**config.mk**
```make
export PLATFORM = sky130hd
export DESIGN_NAME = fifo_param_sync
export DESIGN_NICKNAME = d
export VERILOG_FILES = /design/src/rtl/fifo_param_sync.sv
export SDC_FILE = /design/constraint.sdc
export NUM_CORES = 1
export LEC_CHECK = 0
export CAP_MARGIN = 30
export CELL_PAD_IN_SITES_DETAIL_PLACEMENT = 2
export CELL_PAD_IN_SITES_GLOBAL_PLACEMENT = 2
export CORE_MARGIN = 1.5
export CORE_UTILIZATION = 44
export DETAILED_ROUTE_END_ITERATION = 12
export GPL_TIMING_DRIVEN = 1
export PLACE_DENSITY_LB_ADDON = 0.3
export SYNTH_ARGS = -nofsm -noshare
export SYNTH_HDL_FRONTEND = slang
export SYNTH_SLANG_ARGS = --single-unit
```
**constraint.sdc**
```tcl
create_clock -name clk -period 3.5 [get_ports clk]
set_clock_uncertainty 0.1 [all_clocks]
set_input_delay 0.875 -clock clk [delete_from_list [all_inputs] [get_ports clk]]
set_output_delay 0.875 -clock clk [all_outputs]
set_load 0.01 [all_outputs]
```
**src/rtl/fifo_param_sync.sv**
```systemverilog
`default_nettype none
// +--------------------------------------------------------------------------+
// | Module      : fifo_param_sync                                            |
// | Description : Parametrised single-clock FIFO with occupancy count,       |
// |               almost-full / almost-empty thresholds and registered       |
// |               write-ack / overflow / underflow pulses.                   |
// |               Define FIFO_FWFT_EN for first-word fall-through reads;     |
// |               the default build uses registered (1-cycle latency) reads. |
// | Revision    : 1.0 - initial release                                      |
// +--------------------------------------------------------------------------+
module fifo_param_sync #(
   parameter int FIFO_WIDTH = 16,
   parameter int FIFO_DEPTH = 8,
   parameter int AF_TH      = FIFO_DEPTH - 1,
   parameter int AE_TH      = 1
) (
   input  logic                                clk,
   input  logic                                rst_n,
   input  logic [FIFO_WIDTH-1:0]               data_in,
   input  logic                                wr_en,
   input  logic                                rd_en,
   output logic [FIFO_WIDTH-1:0]               data_out,
   output logic                                wr_ack,
   output logic                                overflow,
   output logic                                underflow,
   output logic                                full,
   output logic                                empty,
   output logic                                almostfull,
   output logic                                almostempty,
   output logic [$clog2(FIFO_DEPTH+1)-1:0]     count
);

   localparam int CW = $clog2(FIFO_DEPTH + 1);
   localparam int PW = $clog2(FIFO_DEPTH);

   localparam logic [CW-1:0] c_depth    = CW'(FIFO_DEPTH);
   localparam logic [CW-1:0] c_af_th    = CW'(AF_TH);
   localparam logic [CW-1:0] c_ae_th    = CW'(AE_TH);
   localparam logic [CW-1:0] c_cnt_one  = CW'(1);
   localparam logic [PW-1:0] c_ptr_last = PW'(FIFO_DEPTH - 1);
   localparam logic [PW-1:0] c_ptr_one  = PW'(1);

   logic [FIFO_WIDTH-1:0] r_mem [0:FIFO_DEPTH-1];
   logic [PW-1:0]         r_wr_ptr;
   logic [PW-1:0]         r_rd_ptr;
   logic [CW-1:0]         r_count;
   logic                  r_wr_ack;
   logic                  r_overflow;
   logic                  r_underflow;

   logic                  w_full;
   logic                  w_empty;
   logic                  w_wr_accept;
   logic                  w_rd_accept;
   logic [PW-1:0]         w_wr_ptr_nxt;
   logic [PW-1:0]         w_rd_ptr_nxt;

   // Status flags decode straight from the registered count, so they share its timing.
   assign w_full      = (r_count == c_depth);
   assign w_empty     = (r_count == '0);
   assign w_wr_accept = wr_en && !w_full;
   assign w_rd_accept = rd_en && !w_empty;

   // Explicit wrap so non-power-of-two depths work.
   assign w_wr_ptr_nxt = (r_wr_ptr == c_ptr_last) ? '0 : r_wr_ptr + c_ptr_one;
   assign w_rd_ptr_nxt = (r_rd_ptr == c_ptr_last) ? '0 : r_rd_ptr + c_ptr_one;

   // Storage array: written on accepted writes only, never cleared by reset.
   always_ff @(posedge clk) begin
      if (rst_n && w_wr_accept) begin
         r_mem[r_wr_ptr] <= data_in;
      end
   end

   // Pointers and occupancy; simultaneous accepted read and write leave count unchanged.
   always_ff @(posedge clk or negedge rst_n) begin
      if (!rst_n) begin
         r_wr_ptr <= '0;
         r_rd_ptr <= '0;
         r_count  <= '0;
      end else begin
         if (w_wr_accept) begin
            r_wr_ptr <= w_wr_ptr_nxt;
         end
         if (w_rd_accept) begin
            r_rd_ptr <= w_rd_ptr_nxt;
         end
         case ({w_wr_accept, w_rd_accept})
            2'b10:   r_count <= r_count + c_cnt_one;
            2'b01:   r_count <= r_count - c_cnt_one;
            default: r_count <= r_count;
         endcase
      end
   end

   // Handshake pulses reflect only the attempt made at the current edge.
   always_ff @(posedge clk or negedge rst_n) begin
      if (!rst_n) begin
         r_wr_ack    <= 1'b0;
         r_overflow  <= 1'b0;
         r_underflow <= 1'b0;
      end else begin
         r_wr_ack    <= w_wr_accept;
         r_overflow  <= wr_en && w_full;
         r_underflow <= rd_en && w_empty;
      end
   end

`ifdef FIFO_FWFT_EN
   // Head of queue is presented combinationally; zero while nothing is stored.
   assign data_out = w_empty ? '0 : r_mem[r_rd_ptr];
`else
   logic [FIFO_WIDTH-1:0] r_data_out;

   // Read data loads on the accepting edge and holds through idle or rejected reads.
   always_ff @(posedge clk or negedge rst_n) begin
      if (!rst_n) begin
         r_data_out <= '0;
      end else if (w_rd_accept) begin
         r_data_out <= r_mem[r_rd_ptr];
      end
   end

   assign data_out = r_data_out;
`endif

   assign wr_ack      = r_wr_ack;
   assign overflow    = r_overflow;
   assign underflow   = r_underflow;
   assign full        = w_full;
   assign empty       = w_empty;
   assign almostfull  = (r_count >= c_af_th);
   assign almostempty = (r_count <= c_ae_th);
   assign count       = r_count;

endmodule
`default_nettype wire

```
==> impl_metrics.tcl <==
set metrics [dict create \
    final.setup.tns_ps 0 \
    syn_area_per_cell_um2 17.3 \
    drcViolationCount 0 \
    die_y_um 123 \
    layout-drive-gt1-share 0.246 \
    crit_path_max_fanout 6 \
    avgRoutedWirePerCell_um 27.9 \
    fin_util 0.552 \
    ys_seq_area_frac 0.724 \
    gp_congestion 0.734 \
    path_clk_slew_ps 60 \
    grt_usage 0.249 \
    p_per_area_nw_per_um2 848 \
    drtPass1Iterations 4 \
    worstMarginPinSlew_ps 1020 \
    min_period_ps 3010 \
    cts.sinks 157 \
    arrival_ps 2040 \
    synth.net_count 393 \
    htree_num_levels 4 \
    final_cell_mix "128 x edfxtp_1, 46 x clkdlybuf4s50_1, 36 x mux2_2, 33 x mux2i_1, 28 x dfrtp_1" \
    required_ps 2520 \
    drv_cap 0 \
    p_clk_frac 0.294 \
    clock-root-buffer "clkbuf_16" \
    leakage_nw 2.78 \
    crit_type "reg -> out" \
    end_kind "primary output" \
    cts_setup_buffers 0 \
    switching_share 0.317 \
    synth_edf_count 128 \
    die_area_um2 15100 \
    antenna_cells_inserted 0 \
    cts_buffers 17 \
    wirelength_mm 17.5 \
    finalNetCount 463 \
    stdcell_area_um2 7690 \
    drtIter0Drc 162 \
    dp_hpwl_mm 10.1 \
    viasPerCell 5.67 \
    syn_to_final_growth_pct 22.0 \
    antenna_found_initial 0 \
    net-switching-power_w 0.00207 \
    synth_flop_cell "edfxtp_1" \
    clock_path_buffers 2 \
    p_int_w 0.00446 \
    ys_types 31 \
    period_share 0.861 \
    grt_pass1_wl_mm 25.7 \
    hold_buffers 0 \
    ant_nets 0 \
    hold_viol 0 \
    outcome "completed" \
    power_frac_comb 0.320 \
    fmax_mhz 332 \
    io_pins 47 \
    timing.hold.ws_ps 434 \
    peakVddDrop_v 0.000427 \
    grt_pass1_vias 4031 \
    ys_seq_elements 157 \
    cts_resized 0 \
    worstSkewPairLatency_ps 430 \
    portBuffers 46 \
    synthesis.area_um2 6310 \
    die_w_um 123 \
    final_common_cell "edfxtp_1" \
    rsz0062_at_grt "false" \
    start_util 0.453 \
    grt_overflow_total 0 \
    place_ws_ps 679 \
    slew_viol_final 0 \
    vias 3563 \
    hold_class "reg -> reg" \
    ys.warnings.count 0 \
    fin_ws_ps 487 \
    core_um2 13900 \
    row_count 43 \
    grt_max_degree 40 \
    seq_power_share 0.386 \
    max_slew_margin 0.316 \
    syn_inst 365 \
    async_reset_ff_frac 0.185 \
    cts_tree "yes" \
    setup_viol 0 \
    startpoint_type "flop" \
    placed_area_um2 7070 \
]
sequential cells by signal (all words and copies together), names as in the netlist:
register and cells:
overflow 1, data_out 16, count 4, r_mem 128, r_wr_ptr 3, r_rd_ptr 3
underflow 1, wr_ack 1
critical path, stage by stage (launching register included):
cell             delay (ps)
dfrtp_1                 450
inv_1                   120
ha_1                    220
nand3b_1                180
inv_1                   110
clkdlybuf4s50_1         530
synthesized netlist by cell type (3+ instances only):
| cell type | instances | area, um2 |
|---|---|---|
| edfxtp_1 | 128 | 3840 |
| mux2_2 | 36 | 405 |
| mux2i_1 | 33 | 330 |
| dfrtp_1 | 29 | 726 |
| o21ai_0 | 19 | 95.1 |
| a22o_1 | 16 | 140 |
| o22ai_1 | 16 | 100 |
| o31ai_2 | 16 | 200 |
| nor2_1 | 11 | 41.3 |
| ha_1 | 8 | 100 |
| buf_2 | 7 | 35.0 |
| inv_1 | 6 | 22.5 |
| nand2b_1 | 5 | 31.3 |
| clkbuf_1 | 4 | 15.0 |
| nand2_1 | 4 | 15.0 |
| buf_4 | 3 | 22.5 |
| buf_6 | 3 | 33.8 |
| nor3_1 | 3 | 15.0 |
power by group through the flow:
stage | Combinational (W) | Sequential [W] | Clock, W
floorplan | 0.00125 | 0.00254 | 0
global placement | 0.00183 | 0.00260 | 0
detailed placement | 0.00193 | 0.00263 | 0
CTS | 0.00200 | 0.00262 | 0.00195
global route | 0.00224 | 0.00256 | 0.00200
finish | 0.00209 | 0.00252 | 0.00192
final cells by class:
cell class | count | area [um2]
Sequential cell | 157 | 4570
Tap cell | 180 | 225
Timing Repair Buffer | 69 | 646
Clock inverter | 14 | 175
Clock buffer | 18 | 429
Fill cell | 1204 | 6240
Inverter | 6 | 22.5
Multi-Input combinational cell | 184 | 1630
layer usage:
layer	track usage	vias to the layer above	part of all wire	wire length (um)
li1	-	1577	-	-
met1	0.287	1876	0.40	7040
met2	0.457	81	0.55	9580
met3	0.0465	29	0.029	501
met4	0.0952	0	0.022	379
met5	0	-	0	0
per-stage QoR:
stage	std cells	power [W]
detailed placement	595	0.00457
global placement	595	0.00443
CTS	627	0.00656
global route	628	0.00680
finish	628	0.00653
floorplan	365	0.00378
worst paths after layout:
kind                        startpoint           to  slack (ps)  depth (start not counted)
setup reg to reg              count[0]     count[3]         760                         10
min in group asynchronous        rst_n       wr_ack         770                          2
hold / removal             data_out[8]  data_out[8]         430                          2
max in group asynchronous        rst_n  r_rd_ptr[0]        2220                          2
hold reg to reg            data_out[8]  data_out[8]         430                          2
setup / recovery              count[1]         full         490                          5
kinds of logic after synthesis:
group	after synthesis	share of synthesized area
flops	157	0.724
mux	70	0.118
compound gates	69	0.0869
fa+ha+maj	8	0.0159
simple gates	33	0.0280
xor+xnor	4	0.00555
buf+inv	24	0.0212
(Power assumes the default switching activity.)
